<file path="src/rtl/risc_alu_pkg.sv">
// Shared types for the multi-cycle EX-stage ALU: opcode and FSM state encodings
// plus opcode classification helpers.
package risc_alu_pkg;

    typedef enum logic [3:0] {
        ALU_ADD   = 4'b0000,
        ALU_SUB   = 4'b0001,
        ALU_AND   = 4'b0010,
        ALU_OR    = 4'b0011,
        ALU_SLL   = 4'b0100,
        ALU_SRL   = 4'b0101,
        ALU_XOR   = 4'b0110,
        ALU_SRA   = 4'b0111,
        ALU_SLT   = 4'b1000,
        ALU_SLTU  = 4'b1001,
        ALU_MUL   = 4'b1010,
        ALU_MULHU = 4'b1011,
        ALU_DIVU  = 4'b1100,
        ALU_REMU  = 4'b1101,
        ALU_DIV   = 4'b1110,
        ALU_REM   = 4'b1111
    } alu_op_e;

    typedef enum logic [1:0] {
        IDLE = 2'd0,
        CALC = 2'd1,
        FIN  = 2'd2
    } state_e;

    // 1010..1111 run through the iterative engine
    function automatic logic is_multicycle(alu_op_e op);
        return op[3] && (op[2] || op[1]);
    endfunction

    function automatic logic is_divide(alu_op_e op);
        return op[3] && op[2];
    endfunction

endpackage

</file>
<file path="src/rtl/risc_alu_if.sv">
// Operand/result handshake bundle between the pipeline (master) and the ALU (slave).
interface risc_alu_if #(
    parameter int XLEN = 32
);
    import risc_alu_pkg::*;

    logic            flush;
    logic            in_valid;
    logic            in_ready;
    logic [XLEN-1:0] operandA;
    logic [XLEN-1:0] operandB;
    alu_op_e         alu_op;
    logic            out_valid;
    logic [XLEN-1:0] alu_out;
    logic            zero;
    logic            busy;

    modport master (
        output flush, in_valid, operandA, operandB, alu_op,
        input  in_ready, out_valid, alu_out, zero, busy
    );

    modport slave (
        input  flush, in_valid, operandA, operandB, alu_op,
        output in_ready, out_valid, alu_out, zero, busy
    );

endinterface

</file>
<file path="src/rtl/risc_alu_muldiv.sv">
// Iterative shift-add multiplier / restoring divider, one bit per cycle.
// Optional signed DIV/REM when RISC_ALU_SIGNED_DIV_EN is defined.
module risc_alu_muldiv
    import risc_alu_pkg::*;
#(
    parameter int XLEN = 32,
    localparam int SHW = $clog2(XLEN)
) (
    input  logic            clk,
    input  logic            rst,
    input  logic            flush,
    input  logic            start,
    input  alu_op_e         op,
    input  logic [XLEN-1:0] a,
    input  logic [XLEN-1:0] b,
    output logic            done,
    output logic [XLEN-1:0] result
);

    localparam logic [SHW:0] CNT_ONE  = (SHW+1)'(1);
    localparam logic [SHW:0] CNT_LAST = (SHW+1)'(XLEN - 1);
    localparam logic [SHW:0] CNT_FULL = (SHW+1)'(XLEN);

    logic [SHW:0]    count_reg;
    logic            run_reg;
    logic            is_div_reg;
    alu_op_e         op_reg;
    logic [XLEN-1:0] acc_reg;   // product high half / partial remainder
    logic [XLEN-1:0] lsr_reg;   // multiplier shifting out / quotient shifting in
    logic [XLEN-1:0] opb_reg;   // multiplicand / divisor magnitude

    logic [XLEN-1:0] a_mag, b_mag;
    logic [XLEN-1:0] load_lsr, load_opb;
    logic            load_div;

`ifdef RISC_ALU_SIGNED_DIV_EN
    logic neg_q_reg, neg_r_reg;
    logic sgn_op, a_neg, b_neg;

    always_comb begin
        sgn_op = (op == ALU_DIV) || (op == ALU_REM);
        a_neg  = sgn_op && a[XLEN-1];
        b_neg  = sgn_op && b[XLEN-1];
        a_mag  = a_neg ? -a : a;
        b_mag  = b_neg ? -b : b;
    end
`else
    always_comb begin
        a_mag = a;
        b_mag = b;
    end
`endif

    always_comb begin
        load_div = is_divide(op);
        load_lsr = load_div ? a_mag : b;
        load_opb = load_div ? b_mag : a;
    end

    // One iteration step; on start it operates on the freshly loaded operands
    // so that XLEN steps complete one cycle before the result is consumed.
    logic [XLEN-1:0] src_acc, src_lsr, src_opb;
    logic            src_div;
    logic [XLEN:0]   mul_sum, div_shift;
    logic [XLEN-1:0] div_diff;
    logic            div_ge;
    logic [XLEN-1:0] step_acc, step_lsr;

    always_comb begin
        src_acc   = start ? '0 : acc_reg;
        src_lsr   = start ? load_lsr : lsr_reg;
        src_opb   = start ? load_opb : opb_reg;
        src_div   = start ? load_div : is_div_reg;
        mul_sum   = {1'b0, src_acc} + (src_lsr[0] ? {1'b0, src_opb} : '0);
        div_shift = {src_acc, src_lsr[XLEN-1]};
        div_ge    = div_shift >= {1'b0, src_opb};
        div_diff  = div_shift[XLEN-1:0] - src_opb;
        if (src_div) begin
            step_acc = div_ge ? div_diff : div_shift[XLEN-1:0];
            step_lsr = {src_lsr[XLEN-2:0], div_ge};
        end else begin
            step_acc = mul_sum[XLEN:1];
            step_lsr = {mul_sum[0], src_lsr[XLEN-1:1]};
        end
    end

    always_ff @(posedge clk) begin
        if (rst || flush) begin
            run_reg    <= 1'b0;
            count_reg  <= '0;
            is_div_reg <= 1'b0;
            op_reg     <= ALU_MUL;
            acc_reg    <= '0;
            lsr_reg    <= '0;
            opb_reg    <= '0;
`ifdef RISC_ALU_SIGNED_DIV_EN
            neg_q_reg  <= 1'b0;
            neg_r_reg  <= 1'b0;
`endif
        end else if (start) begin
            run_reg    <= 1'b1;
            count_reg  <= CNT_ONE;
            is_div_reg <= load_div;
            op_reg     <= op;
            acc_reg    <= step_acc;
            lsr_reg    <= step_lsr;
            opb_reg    <= load_opb;
`ifdef RISC_ALU_SIGNED_DIV_EN
            // a zero divisor keeps the all-ones quotient regardless of signs
            neg_q_reg  <= (a_neg ^ b_neg) && (b != '0);
            neg_r_reg  <= a_neg;
`endif
        end else if (run_reg) begin
            if (count_reg == CNT_FULL) begin
                run_reg   <= 1'b0;
                count_reg <= '0;
            end else begin
                acc_reg   <= step_acc;
                lsr_reg   <= step_lsr;
                count_reg <= count_reg + CNT_ONE;
            end
        end
    end

    // Final step happens at the coming edge; result is valid in the cycle after.
    assign done = run_reg && (count_reg == CNT_LAST);

    logic [XLEN-1:0] quo, rem;

    always_comb begin
        quo = lsr_reg;
        rem = acc_reg;
`ifdef RISC_ALU_SIGNED_DIV_EN
        if (neg_q_reg) quo = -lsr_reg;
        if (neg_r_reg) rem = -acc_reg;
`endif
        case (op_reg)
            ALU_MUL:            result = lsr_reg;
            ALU_MULHU:          result = acc_reg;
            ALU_DIVU, ALU_DIV:  result = quo;
            ALU_REMU, ALU_REM:  result = rem;
            default:            result = '0;
        endcase
    end

endmodule

</file>
<file path="src/rtl/risc_alu_mc.sv">
// Registered EX-stage ALU with valid/ready input and iterative mul/div.
// Signed DIV/REM are enabled by defining RISC_ALU_SIGNED_DIV_EN.
module risc_alu_mc
    import risc_alu_pkg::*;
#(
    parameter int XLEN = 32
) (
    input  logic       clk,
    input  logic       rst,
    risc_alu_if.slave  bus
);

    localparam int SHW = $clog2(XLEN);

    state_e          state_reg;
    logic            in_ready_reg;
    logic            busy_reg;
    logic            out_valid_reg;
    logic [XLEN-1:0] alu_out_reg;
    logic            zero_reg;
    logic            zero_pend_reg;

    logic            accept;
    logic            start_mc;
    logic            operands_eq;
    logic [SHW-1:0]  shamt;
    logic [XLEN-1:0] sc_result;
    logic            md_done;
    logic [XLEN-1:0] md_result;

    assign accept      = bus.in_valid && in_ready_reg && !bus.flush;
    assign start_mc    = accept && is_multicycle(bus.alu_op);
    assign operands_eq = (bus.operandA == bus.operandB);
    assign shamt       = bus.operandB[SHW-1:0];

    always_comb begin
        sc_result = '0;
        case (bus.alu_op)
            ALU_ADD:  sc_result = bus.operandA + bus.operandB;
            ALU_SUB:  sc_result = bus.operandA - bus.operandB;
            ALU_AND:  sc_result = bus.operandA & bus.operandB;
            ALU_OR:   sc_result = bus.operandA | bus.operandB;
            ALU_SLL:  sc_result = bus.operandA << shamt;
            ALU_SRL:  sc_result = bus.operandA >> shamt;
            ALU_XOR:  sc_result = bus.operandA ^ bus.operandB;
            ALU_SRA:  sc_result = XLEN'($signed(bus.operandA) >>> shamt);
            ALU_SLT:  sc_result = {{(XLEN-1){1'b0}},
                                   $signed(bus.operandA) < $signed(bus.operandB)};
            ALU_SLTU: sc_result = {{(XLEN-1){1'b0}}, bus.operandA < bus.operandB};
            default:  sc_result = '0;
        endcase
    end

    risc_alu_muldiv #(
        .XLEN(XLEN)
    ) u_muldiv (
        .clk    (clk),
        .rst    (rst),
        .flush  (bus.flush),
        .start  (start_mc),
        .op     (bus.alu_op),
        .a      (bus.operandA),
        .b      (bus.operandB),
        .done   (md_done),
        .result (md_result)
    );

    always_ff @(posedge clk) begin
        if (rst) begin
            state_reg     <= IDLE;
            in_ready_reg  <= 1'b1;
            busy_reg      <= 1'b0;
            out_valid_reg <= 1'b0;
            alu_out_reg   <= '0;
            zero_reg      <= 1'b0;
            zero_pend_reg <= 1'b0;
        end else begin
            out_valid_reg <= 1'b0;
            if (bus.flush) begin
                // alu_out/zero keep their last delivered value
                state_reg    <= IDLE;
                in_ready_reg <= 1'b1;
                busy_reg     <= 1'b0;
            end else begin
                case (state_reg)
                    IDLE: begin
                        if (start_mc) begin
                            state_reg     <= CALC;
                            in_ready_reg  <= 1'b0;
                            busy_reg      <= 1'b1;
                            zero_pend_reg <= operands_eq;
                        end else if (accept) begin
                            alu_out_reg   <= sc_result;
                            zero_reg      <= operands_eq;
                            out_valid_reg <= 1'b1;
                        end
                    end
                    CALC: begin
                        if (md_done) state_reg <= FIN;
                    end
                    FIN: begin
                        alu_out_reg   <= md_result;
                        zero_reg      <= zero_pend_reg;
                        out_valid_reg <= 1'b1;
                        state_reg     <= IDLE;
                        in_ready_reg  <= 1'b1;
                        busy_reg      <= 1'b0;
                    end
                    default: state_reg <= IDLE;
                endcase
            end
        end
    end

    assign bus.in_ready  = in_ready_reg;
    assign bus.busy      = busy_reg;
    assign bus.out_valid = out_valid_reg;
    assign bus.alu_out   = alu_out_reg;
    assign bus.zero      = zero_reg;

endmodule

</file>
<file path="src/flat_wrapper.sv">
// flat-port wrapper written by rule: the top's interface ports become plain ports
module risc_alu_mc_flat import risc_alu_pkg::*;
#(
    parameter int XLEN = 32
)
  (clk, rst, bus_flush, bus_in_valid, bus_operandA, bus_operandB, bus_alu_op, bus_in_ready, bus_out_valid, bus_alu_out, bus_zero, bus_busy);
  risc_alu_if #(.XLEN(XLEN)) bus_i ();
  input  logic clk;
  input  logic rst;
  input wire logic [$bits(bus_i.flush)-1:0] bus_flush;
  input wire logic [$bits(bus_i.in_valid)-1:0] bus_in_valid;
  input wire logic [$bits(bus_i.operandA)-1:0] bus_operandA;
  input wire logic [$bits(bus_i.operandB)-1:0] bus_operandB;
  input wire logic [$bits(bus_i.alu_op)-1:0] bus_alu_op;
  output wire logic [$bits(bus_i.in_ready)-1:0] bus_in_ready;
  output wire logic [$bits(bus_i.out_valid)-1:0] bus_out_valid;
  output wire logic [$bits(bus_i.alu_out)-1:0] bus_alu_out;
  output wire logic [$bits(bus_i.zero)-1:0] bus_zero;
  output wire logic [$bits(bus_i.busy)-1:0] bus_busy;
  assign bus_i.flush = bus_flush;
  assign bus_i.in_valid = bus_in_valid;
  assign bus_i.operandA = bus_operandA;
  assign bus_i.operandB = bus_operandB;
  assign bus_i.alu_op = bus_alu_op;
  assign bus_in_ready = bus_i.in_ready;
  assign bus_out_valid = bus_i.out_valid;
  assign bus_alu_out = bus_i.alu_out;
  assign bus_zero = bus_i.zero;
  assign bus_busy = bus_i.busy;
  risc_alu_mc #(.XLEN(XLEN)) u_core (.clk(clk), .rst(rst), .bus(bus_i));
endmodule
</file>
<file path="config.mk">
export PLATFORM = sky130hd
export DESIGN_NAME = risc_alu_mc_flat
export DESIGN_NICKNAME = d
export VERILOG_FILES = /design/src/rtl/risc_alu_pkg.sv /design/src/rtl/risc_alu_if.sv /design/src/rtl/risc_alu_muldiv.sv /design/src/rtl/risc_alu_mc.sv /design/src/flat_wrapper.sv
export SDC_FILE = /design/constraint.sdc
export NUM_CORES = 1
export LEC_CHECK = 0
export ABC_CLOCK_PERIOD_IN_PS = 6490
export CAP_MARGIN = 10
export CELL_PAD_IN_SITES_DETAIL_PLACEMENT = 2
export CELL_PAD_IN_SITES_GLOBAL_PLACEMENT = 2
export CORE_ASPECT_RATIO = 0.6
export CORE_MARGIN = 10
export CORE_UTILIZATION = 36
export DETAILED_ROUTE_END_ITERATION = 10
export PLACE_DENSITY_LB_ADDON = 0.1
export SETUP_SLACK_MARGIN = 0.2
export SLEW_MARGIN = 15
export SYNTH_ARGS = -nofsm -noshare
export SYNTH_HDL_FRONTEND = slang
export SYNTH_SLANG_ARGS = --single-unit
</file>
<file path="constraint.sdc">
create_clock -name clk -period 6.49 [get_ports clk]
set_input_delay 1.298 -clock clk [delete_from_list [all_inputs] [get_ports clk]]
set_output_delay 1.298 -clock clk [all_outputs]
set_load 0.05 [all_outputs]
</file>
==> results.toml <==
[layout]
layout_commonest_cell = "nor2_1"
final_cell_mix = "nor2_1 (366), a21oi_1 (306), nand2_1 (289)"
fin_util_pct = 41.66
fillCellCount = 6528
design_area_sq_um = 22770
final-seq-area_sq_um = 2943
nNetsFinal = 3152
area_growth_pct = 13.58
layout-drive-gt1-share_pct = 9.604
multi_input_area_sq_um = 15720

[outcome]
outcome = "finished, final reports clean"

[placement]
routabilityCongestion = 1.001
placed_cell_area_sq_um = 22200
dpl_worst_slack_ns = 0.3503
port_buffers = 107
hpwl_um = 93020

[clock_network]
clk_path_buf_depth = 2
cts-htree-levels = 4
cts_resized = 0
cts-hold-fix-buffers = 0
clk_pin_slew_ns = 0.07
clock_latency_ns = 0.47
cts_buffers = 17
cts_tree = "yes"
post_cts_buffers = 0
cts_sinks = 147
cts-root-buf = "clkbuf_16"

[timing]
hold_viol = 0
rsz0062_at_grt = "no"
tightest_slew_ns = 1.316
period_share_pct = 90.49
finalSetupViolCount = 0
post-route-min-period_ns = 5.873
fin_skew_ns = 0.01297
fin_ws_ns = 0.6172
timing.final.max_slew_violations = 0
holdWs_ns = 0.4742
tns_ns = 0
slew_headroom_pct = 11.62
fmax_ghz = 0.1703

[hold_path]
min_from = "u_core.u_muldiv.op_reg[3]"
min_to = "u_core.u_muldiv.op_reg[3]"
hold_path.class = "reg2reg"
hold_depth = 1

[global_route]
grt_pass1_vias = 24350
grt_use_total_pct = 34.30
antenna_found_initial = 4
grt_max_degree = 64
grt_first_pass_wirelength_um = 172400
gr-total-overflow = 0

[synth]
syn_inst = 2895
synth_area_sq_um = 20050
yosysUniqueCellTypes = 94
ys.warnings.count = 0
async_flop_share_pct = 0
syn_nets = 3133
synth_ff_type = "dfxtp_1"
ys_seq_area_share_pct = 14.68
synth_edf_count = 0
ys_ff_latch = 147
avgSynthCellArea_sq_um = 6.925

[worst_setup_path]
worstSetupStartpointType = "primary input"
crit_path_start = "bus_flush"
r2r_end = "u_core.u_muldiv.acc_reg[24]"
crit_arrival_ns = 6.19
worstRegToRegCells = 15
worstReg2RegStart = "u_core.bus.in_ready"
regToRegSetupSlack_ns = 1.48
path_class = "in2reg"
crit_fanout = 31
end_kind = "flop"
cp.required_ns = 6.81

[floorplan]
core_area_sq_um = 54670
num_rows = 66
io_pins = 108
dieArea_sq_um = 65840
die_w_um = 324.7
die_y_um = 202.8
start_util_pct = 36.67

[routing]
vias = 24550
routedWlPerCell_um = 32.19
vias_per_cell = 6.676
dr.pass1.iters = 5
wl_um = 118400
drc = 0
drt_iter0_drc = 2936
ant_nets = 0

[power_and_ir_drop]
p_leak_nw = 9.405
ir_drop_v = 0.0001869
power.density_nw_per_um2 = 161.2

[run]
maxCapViolCount = 0
==> worst max path at each step <==
| stage | endpoint | slack [ns] | depth (start not counted) |
|---|---|---|---|
| after floorplan | u_core.u_muldiv.acc_reg[13] | 0.90 | 20 |
| after global placement | u_core.u_muldiv.acc_reg[26] | 0.41 | 16 |
| after detailed placement | u_core.u_muldiv.acc_reg[26] | 0.35 | 16 |
| after CTS | u_core.u_muldiv.acc_reg[26] | 0.82 | 16 |
| after global routing | u_core.u_muldiv.acc_reg[24] | 0.36 | 16 |
| final | u_core.u_muldiv.acc_reg[24] | 0.62 | 16 |
==> cells by family after synthesis <==
kind of cell / count (synthesis) / share of synthesized area [%]
adders and majority gates: 167 / 10.52
muxes: 155 / 10.67
DFF: 147 / 14.68
xor gates and xnor gates: 83 / 3.626
and+or+nand+nor: 990 / 22.07
buffers and inverters: 375 / 7.264
AOI/OAI and AO/OA: 978 / 31.17
==> per-stage QoR <==
stage	total power (W)	instances
after floorplan	0.001928	2895
after global placement	0.002516	3643
after detailed placement	0.002558	3643
after CTS	0.003611	3674
after global routing	0.003799	3674
final	0.003671	3677
==> layer usage <==
layer  vias up  track usage, %  part of all wire, %
met3       118           10.08                   12
met4         2           6.571                  1.7
met5         -               0                0.011
met1     12650           51.41                   48
li1      10540               -                    -
met2      1238           47.14                   39
==> critical path, stage by stage <==
cell and delay [ns]:
clkdlybuf4s50_1 0.43, and3b_1 0.46, nand2_4 0.22, buf_12 0.23
a21oi_1 0.18, a21oi_1 0.12, ha_1 0.39, nand2_1 0.29
o31ai_1 0.55, o21ai_0 0.30, a21oi_1 0.80, a21oi_1 0.22
xnor2_1 0.19, mux2_2 0.29, nand3_1 0.09, o311ai_1 0.12
==> report_power, final <==
part	leakage [nW]	internal, W	switching (W)
logic	7.95	0.000549	0.00112
registers	1.19	0.000922	0.0000217
clock network	0.267	0.000542	0.000516
total	9.41	0.00201	0.00166
==> Yosys cell counts, drive strengths merged, types with 10 or more instances <==
master	number	share of area, %
ha	163	10
a211oi	66	2.6
nor2	369	6.9
nand3	73	1.8
mux2i	99	4.9
o21bai	17	0.64
o211ai	32	1.3
inv	127	2.4
a221oi	31	1.4
o31ai	26	1.0
nor4	16	0.50
a22o	11	0.48
dfxtp	147	15
nand2b	17	0.53
xnor2	61	2.7
o21a	13	0.49
and2	36	1.1
clkbuf	194	3.6
a21o	59	2.2
a311oi	33	1.4
o22ai	13	0.41
a22oi	27	1.0
buf	52	1.2
or3	20	0.65
nand4	22	0.69
nand2	293	5.5
a21oi	309	7.7
mux4	46	5.2
o221ai	10	0.47
mux2	10	0.56
xor2	22	0.96
nor3	74	1.9
and3	15	0.47
a31oi	31	0.97
nor2b	21	0.66
o21ai	229	5.7
==> layout make-up <==
class / instances / area share [%]
Antenna cell: 3 / 0.03297
Clock buffer: 18 / 1.929
Multi-Input combinational cell: 2373 / 69.01
Clock inverter: 13 / 0.5495
Sequential cell: 147 / 12.92
Inverter: 129 / 2.126
Timing Repair Buffer: 246 / 9.319
Tap cell: 748 / 4.110
No activity file was read; power rests on OpenSTA's default activity.
